File: src/rtl/bias_dac_pkg.sv
`default_nettype none
// ============================================================================
//  Module      : bias_dac_pkg
//  Description : Shared constants and types for the bias DAC controller:
//                register addresses, FSM state encoding, DAC code width
//                and the codes the DAC channels take out of reset.
//  Revision    : 1.0 - initial release
// ============================================================================
package bias_dac_pkg;

    // Width of each bias DAC code
    localparam int c_code_w   = 4;
    // Width of the cutoff register (FC_HI:FC_LO)
    localparam int c_cutoff_w = 11;

    // Register map
    localparam logic [1:0] c_addr_fc_lo = 2'd0;
    localparam logic [1:0] c_addr_fc_hi = 2'd1;
    localparam logic [1:0] c_addr_res   = 2'd2;

    // Codes driven out of reset: fc at the bottom, Q at full damping
    localparam logic [c_code_w-1:0] c_fc_rst = 4'd0;
    localparam logic [c_code_w-1:0] c_q_rst  = 4'd15;

    // Controller state, explicitly one bit wide
    typedef enum logic [0:0] {
        ST_IDLE = 1'b0,
        ST_RAMP = 1'b1
    } state_t;

endpackage
`default_nettype wire

File: src/rtl/bias_ramp_ch.sv
`default_nettype none
// ============================================================================
//  Module      : bias_ramp_ch
//  Description : One DAC channel. The code either loads its target outright
//                or moves one LSB toward it on each step strobe. Because the
//                target is always a legal code, stepping toward it can never
//                leave 0..15, so no wrap-around is possible.
//  Revision    : 1.0 - initial release
// ============================================================================
module bias_ramp_ch
    import bias_dac_pkg::*;
#(
    parameter logic [3:0] RST_CODE = 4'd0
)
(
    input  logic                clk,
    input  logic                rst_n,
    input  logic                load,
    input  logic                step,
    input  logic [c_code_w-1:0] tgt,
    output logic [c_code_w-1:0] code
);

    logic [c_code_w-1:0] r_code;

    // Code register: jump on load, single-LSB move toward target on step
    always_ff @(posedge clk or negedge rst_n) begin
        if (!rst_n) begin
            r_code <= RST_CODE;
        end else if (load) begin
            r_code <= tgt;
        end else if (step) begin
            if (r_code < tgt) begin
                r_code <= r_code + 4'd1;
            end else if (r_code > tgt) begin
                r_code <= r_code - 4'd1;
            end
        end
    end

    // Straight from the flop so the DAC never sees decode glitches
    assign code = r_code;

endmodule
`default_nettype wire

File: src/rtl/bias_dac_ctrl.sv
`default_nettype none
// ============================================================================
//  Module      : bias_dac_ctrl
//  Description : Filter bias DAC controller. Holds the cutoff/resonance
//                register file, derives fc and Q targets, and slews both DAC
//                codes toward them one LSB every RAMP_DIV tick_en pulses
//                (or jumps directly when ramp_bypass is set).
//  Revision    : 1.0 - initial release
// ============================================================================
module bias_dac_ctrl
    import bias_dac_pkg::*;
#(
    parameter int RAMP_DIV = 16
)
(
    input  logic                clk,
    input  logic                rst_n,
    input  logic                tick_en,
    input  logic                wr_en,
    input  logic [1:0]          wr_addr,
    input  logic [7:0]          wr_data,
    input  logic                ramp_bypass,
    output logic [c_code_w-1:0] d_fc,
    output logic [c_code_w-1:0] d_q,
    output logic                busy
);

    localparam int                c_cnt_w    = (RAMP_DIV > 1) ? $clog2(RAMP_DIV) : 1;
    localparam logic [c_cnt_w-1:0] c_cnt_last = c_cnt_w'(RAMP_DIV - 1);

    logic [c_cutoff_w-1:0] r_cutoff;
    logic [c_code_w-1:0]   r_res;
    logic [c_cnt_w-1:0]    r_cnt;
    state_t                r_state;
    state_t                w_state_nxt;
    logic [c_code_w-1:0]   w_tgt_fc;
    logic [c_code_w-1:0]   w_tgt_q;
    logic                  w_match;
    logic                  w_step;
    logic                  w_unused;

    // Register file; address 3 is reserved and silently dropped
    always_ff @(posedge clk or negedge rst_n) begin
        if (!rst_n) begin
            r_cutoff <= '0;
            r_res    <= '0;
        end else if (wr_en) begin
            case (wr_addr)
                c_addr_fc_lo: r_cutoff[2:0]  <= wr_data[2:0];
                c_addr_fc_hi: r_cutoff[10:3] <= wr_data;
                c_addr_res:   r_res          <= wr_data[7:4];
                default:      ;
            endcase
        end
    end

    // Only the top cutoff nibble reaches the DAC; low bits are software-visible state
    assign w_unused = ^r_cutoff[6:0];

    // Higher resonance means less damping bias on the Q channel
    assign w_tgt_fc = r_cutoff[10:7];
    assign w_tgt_q  = c_q_rst - r_res;
    assign w_match  = (d_fc == w_tgt_fc) && (d_q == w_tgt_q);

    // Step on the terminal prescaler count; bypass takes over via load instead
    assign w_step = (r_state == ST_RAMP) && tick_en && (r_cnt == c_cnt_last) && !ramp_bypass;

    // FSM state register
    always_ff @(posedge clk or negedge rst_n) begin
        if (!rst_n) begin
            r_state <= ST_IDLE;
        end else begin
            r_state <= w_state_nxt;
        end
    end

    // FSM next state: ramp while any channel is off target
    always_comb begin
        w_state_nxt = r_state;
        case (r_state)
            ST_IDLE: if (!w_match) w_state_nxt = ST_RAMP;
            ST_RAMP: if (w_match)  w_state_nxt = ST_IDLE;
            default: w_state_nxt = ST_IDLE;
        endcase
    end

    // FSM outputs
    always_comb begin
        busy = (r_state == ST_RAMP);
    end

    // Prescaler: counts tick_en only while ramping, zero otherwise; a
    // mid-ramp target change leaves it running so step cadence is kept
    always_ff @(posedge clk or negedge rst_n) begin
        if (!rst_n) begin
            r_cnt <= '0;
        end else if (ramp_bypass || (w_state_nxt == ST_IDLE)) begin
            r_cnt <= '0;
        end else if ((r_state == ST_RAMP) && tick_en) begin
            r_cnt <= (r_cnt == c_cnt_last) ? '0 : r_cnt + c_cnt_w'(1);
        end
    end

    bias_ramp_ch #(.RST_CODE(c_fc_rst)) u_ch_fc (
        .clk   (clk),
        .rst_n (rst_n),
        .load  (ramp_bypass),
        .step  (w_step),
        .tgt   (w_tgt_fc),
        .code  (d_fc)
    );

    bias_ramp_ch #(.RST_CODE(c_q_rst)) u_ch_q (
        .clk   (clk),
        .rst_n (rst_n),
        .load  (ramp_bypass),
        .step  (w_step),
        .tgt   (w_tgt_q),
        .code  (d_q)
    );

endmodule
`default_nettype wire

File: config.mk
export PLATFORM = sky130hd
export DESIGN_NAME = bias_dac_ctrl
export DESIGN_NICKNAME = d
export VERILOG_FILES = /design/src/rtl/bias_dac_pkg.sv /design/src/rtl/bias_ramp_ch.sv /design/src/rtl/bias_dac_ctrl.sv
export SDC_FILE = /design/constraint.sdc
export NUM_CORES = 1
export LEC_CHECK = 0
export CAP_MARGIN = 0
export CELL_PAD_IN_SITES_DETAIL_PLACEMENT = 1
export CELL_PAD_IN_SITES_GLOBAL_PLACEMENT = 2
export CORE_UTILIZATION = 33
export CTS_CLUSTER_SIZE = 24
export DETAILED_ROUTE_END_ITERATION = 16
export PLACE_DENSITY = 0.81
export SYNTH_ARGS = -nofsm -noshare
export SYNTH_HDL_FRONTEND = slang
export SYNTH_SLANG_ARGS = --single-unit
File: constraint.sdc
create_clock -name clk -period 3.37 [get_ports clk]
set_input_delay 0.674 -clock clk [delete_from_list [all_inputs] [get_ports clk]]
set_output_delay 0.674 -clock clk [all_outputs]
set_load 0.1 [all_outputs]
==> reports/results.txt <==
Area contributors post-synth = dfrtp_1 (31%), ha_1 (12%), mux2_2 (8.2%)
FFs w/ async S/R, synth = 1.000
Post-synth top cells = dfrtp_1 (17), ha_1 (13), mux2_2 (10)
Dpl cells = 194
Max Transition Viols Final = 0
Achievable Freq = 354.2 MHz
Syn Nets = 156
Buf/Inv on CP = 0
Final setup viols = 0
CTS tree = built
Routed WL = 2.936 mm
Fin worst setup slack = 0.5466 ns
Crit end category = flop
CP top delay family = compound AO/OA/AOI/OAI gates
Antenna Violating Nets Remaining = 0
Max-Cap Viols = 0
CTS H-tree depth = 1
Core Util, Final = 0.4123
Status = completed
Clk Latency, worst-skew pair = 0.26 ns
# Post-CTS Setup Buffers = 0
Unrepaired setup endpoints after global routing = false
Max_slew headroom = 0.3465
Hold WS = 0.4709 ns
Worst slew pin tran = 0.9772 ns
Worst-path cell chain = ha_1 -> a21o_1 -> a211o_2 -> ha_1 -> a21o_1 -> a21oi_1 -> xnor2_1 -> and4b_1 -> a2111oi_2
WP data arrival = 2.98 ns
Initial antenna violation count = 0
Final Skew = 0.003066 ns
Max FO, Critical Path = 4
Final period util = 0.8378
Vias in the first global route = 1079
Largest net degree at the start of global routing = 22
Most common cell in the netlist = dfrtp_1
Nets = 179
Tot GR Track Use = 0.1558
Pleak = 0.7468 nW
Worst Setup Slack post-DPL = 0.5534 ns
Gpl congestion = 0.7000
Clock transition at path regs = 0.07 ns
Fin cells = 198
WP data required = 3.53 ns
Synth top area share = 0.3091
Cell count after synthesis = 126
PortBufs = 19
Chip width = 66.58 um
DR vias = 1018
Inserted Clock Buffers = 3
Starting Density = 0.3441
Syn avg cell area = 10.92 um^2
Post-synth cell types = 33
Post-synthesis sequential area ratio = 0.3855
Detailed Place HPWL = 2.297 mm
Post-CTS sizing = 0
Antenna Cells = 0
Kind of critical path = flop to flop
Top FF cell, synth = dfrtp_1
Fillers = 455
Pre-antenna DRT Iters = 2
Crit-path max cell delay = 0.56 ns
Post-DR wirelength/cell = 14.83 um
Root buf cell = clkbuf_8
Via density = 5.141
Clock sink total = 21
Setup_tns = 0 ns
Pwr Density = 1002 nW/um^2
First-pass GRT wire length = 5.037 mm
CTS Buffer Depth = 2
Post-synth EDFFs = 0
Synth Cell Area = 1376 um^2
Hold_buf cts = 0
# DRC = 0
Initial DRC Count = 21
FP Rows = 23
Post-synth top area cell = dfrtp_1
#FFs+latches synth = 21
# IOs = 24
Die footprint = 4433 um^2
Worst vdd ir = 0.0002958 V
Worst setup SP type = flop
Area Growth Syn to Fin = 19.82%
Synth warn = 0
HP Class = flop to flop
Final hold vios = 0
Die Ht = 66.58 um
Slowest cell on the critical path = dfstp_2
Total gr overflow = 0
Core box area = 4000 um^2
Min Tclk post-route = 2.823 ns
Layout cells sized above 1 = 0.2432
cells in the final DEF, fill, tap and decap left out, types with 4 or more instances in the layout:
cell / netlist / routed
a21o_1: 4 / 4
nor2_1: 9 / 9
a21oi_1: 9 / 9
mux2_2: 10 / 10
dfstp_2: 4 / 4
o21ai_0: 4 / 4
dfrtp_1: 17 / 17
and4b_1: 4 / 4
inv_1: 9 / 9
ha_1: 13 / 13
nand2_1: 5 / 5
buf_4: 0 / 10
clkdlybuf4s50_1: 0 / 10
state kept, by name (all words and copies together) (netlist names):
name,count
u_ch_fc.code,4
r_cutoff,4
busy,1
u_ch_q.code,4
r_res,4
r_cnt,4
cells by family (layout without fill, tap and decap cells):
family	after synthesis	after routing	synth area share
AO/OA/AOI/OAI	26	26	0.1509
XOR/XNOR	5	5	0.03182
adder cells (fa/ha/maj)	15	15	0.1473
buffers and inverters	11	33	0.03182
flip-flops	21	21	0.3855
multiplexers	13	13	0.1036
AND/OR/NAND/NOR	35	35	0.1491
through the flow:
| stage | power [mW] | cell area (um^2) |
|---|---|---|
| global route | 1.801 | 1649 |
| finish | 1.652 | 1649 |
| floorplan | 1.280 | 1376 |
| detailed placement | 1.500 | 1604 |
| global placement | 1.464 | 1604 |
| CTS | 1.675 | 1649 |
worst paths after layout:
| check | startpoint | end | slack, ns | cells after the start |
|---|---|---|---|---|
| hold / removal | r_res[3] | u_ch_q.code[3] | 0.47 | 1 |
| setup / recovery | u_ch_q.code[2] | u_ch_q.code[3] | 0.55 | 9 |
| hold reg to reg | r_res[3] | u_ch_q.code[3] | 0.47 | 1 |
| setup reg to reg | u_ch_q.code[2] | u_ch_q.code[3] | 0.55 | 9 |
| max in group asynchronous | rst_n | r_cnt[3] | 1.83 | 1 |
| min in group asynchronous | rst_n | u_ch_fc.code[1] | 0.95 | 1 |
layout make-up:
class	instances	area [um^2]	share of cell area
Tap cell	50	62.56	0.03794
Sequential cell	21	530.5	0.3217
Timing Repair Buffer	20	175.2	0.1062
Multi-Input combinational cell	94	802.0	0.4863
Clock buffer	4	45.04	0.02731
Inverter	9	33.78	0.02049
power by group:
part | internal (mW) | switching (mW) | total (mW)
sequential | 0.337 | 0.0836 | 0.421
combinational | 0.392 | 0.672 | 1.06
clock | 0.0844 | 0.0833 | 0.168
layer usage:
layer	routed length [um]	part of all wire	global-route usage
met5	0	0	0
met4	42	0.014	0.05585
met3	110	0.037	0.03938
met2	1431	0.49	0.2538
met1	1351	0.46	0.1970
Power figures use the tool's default switching activity.
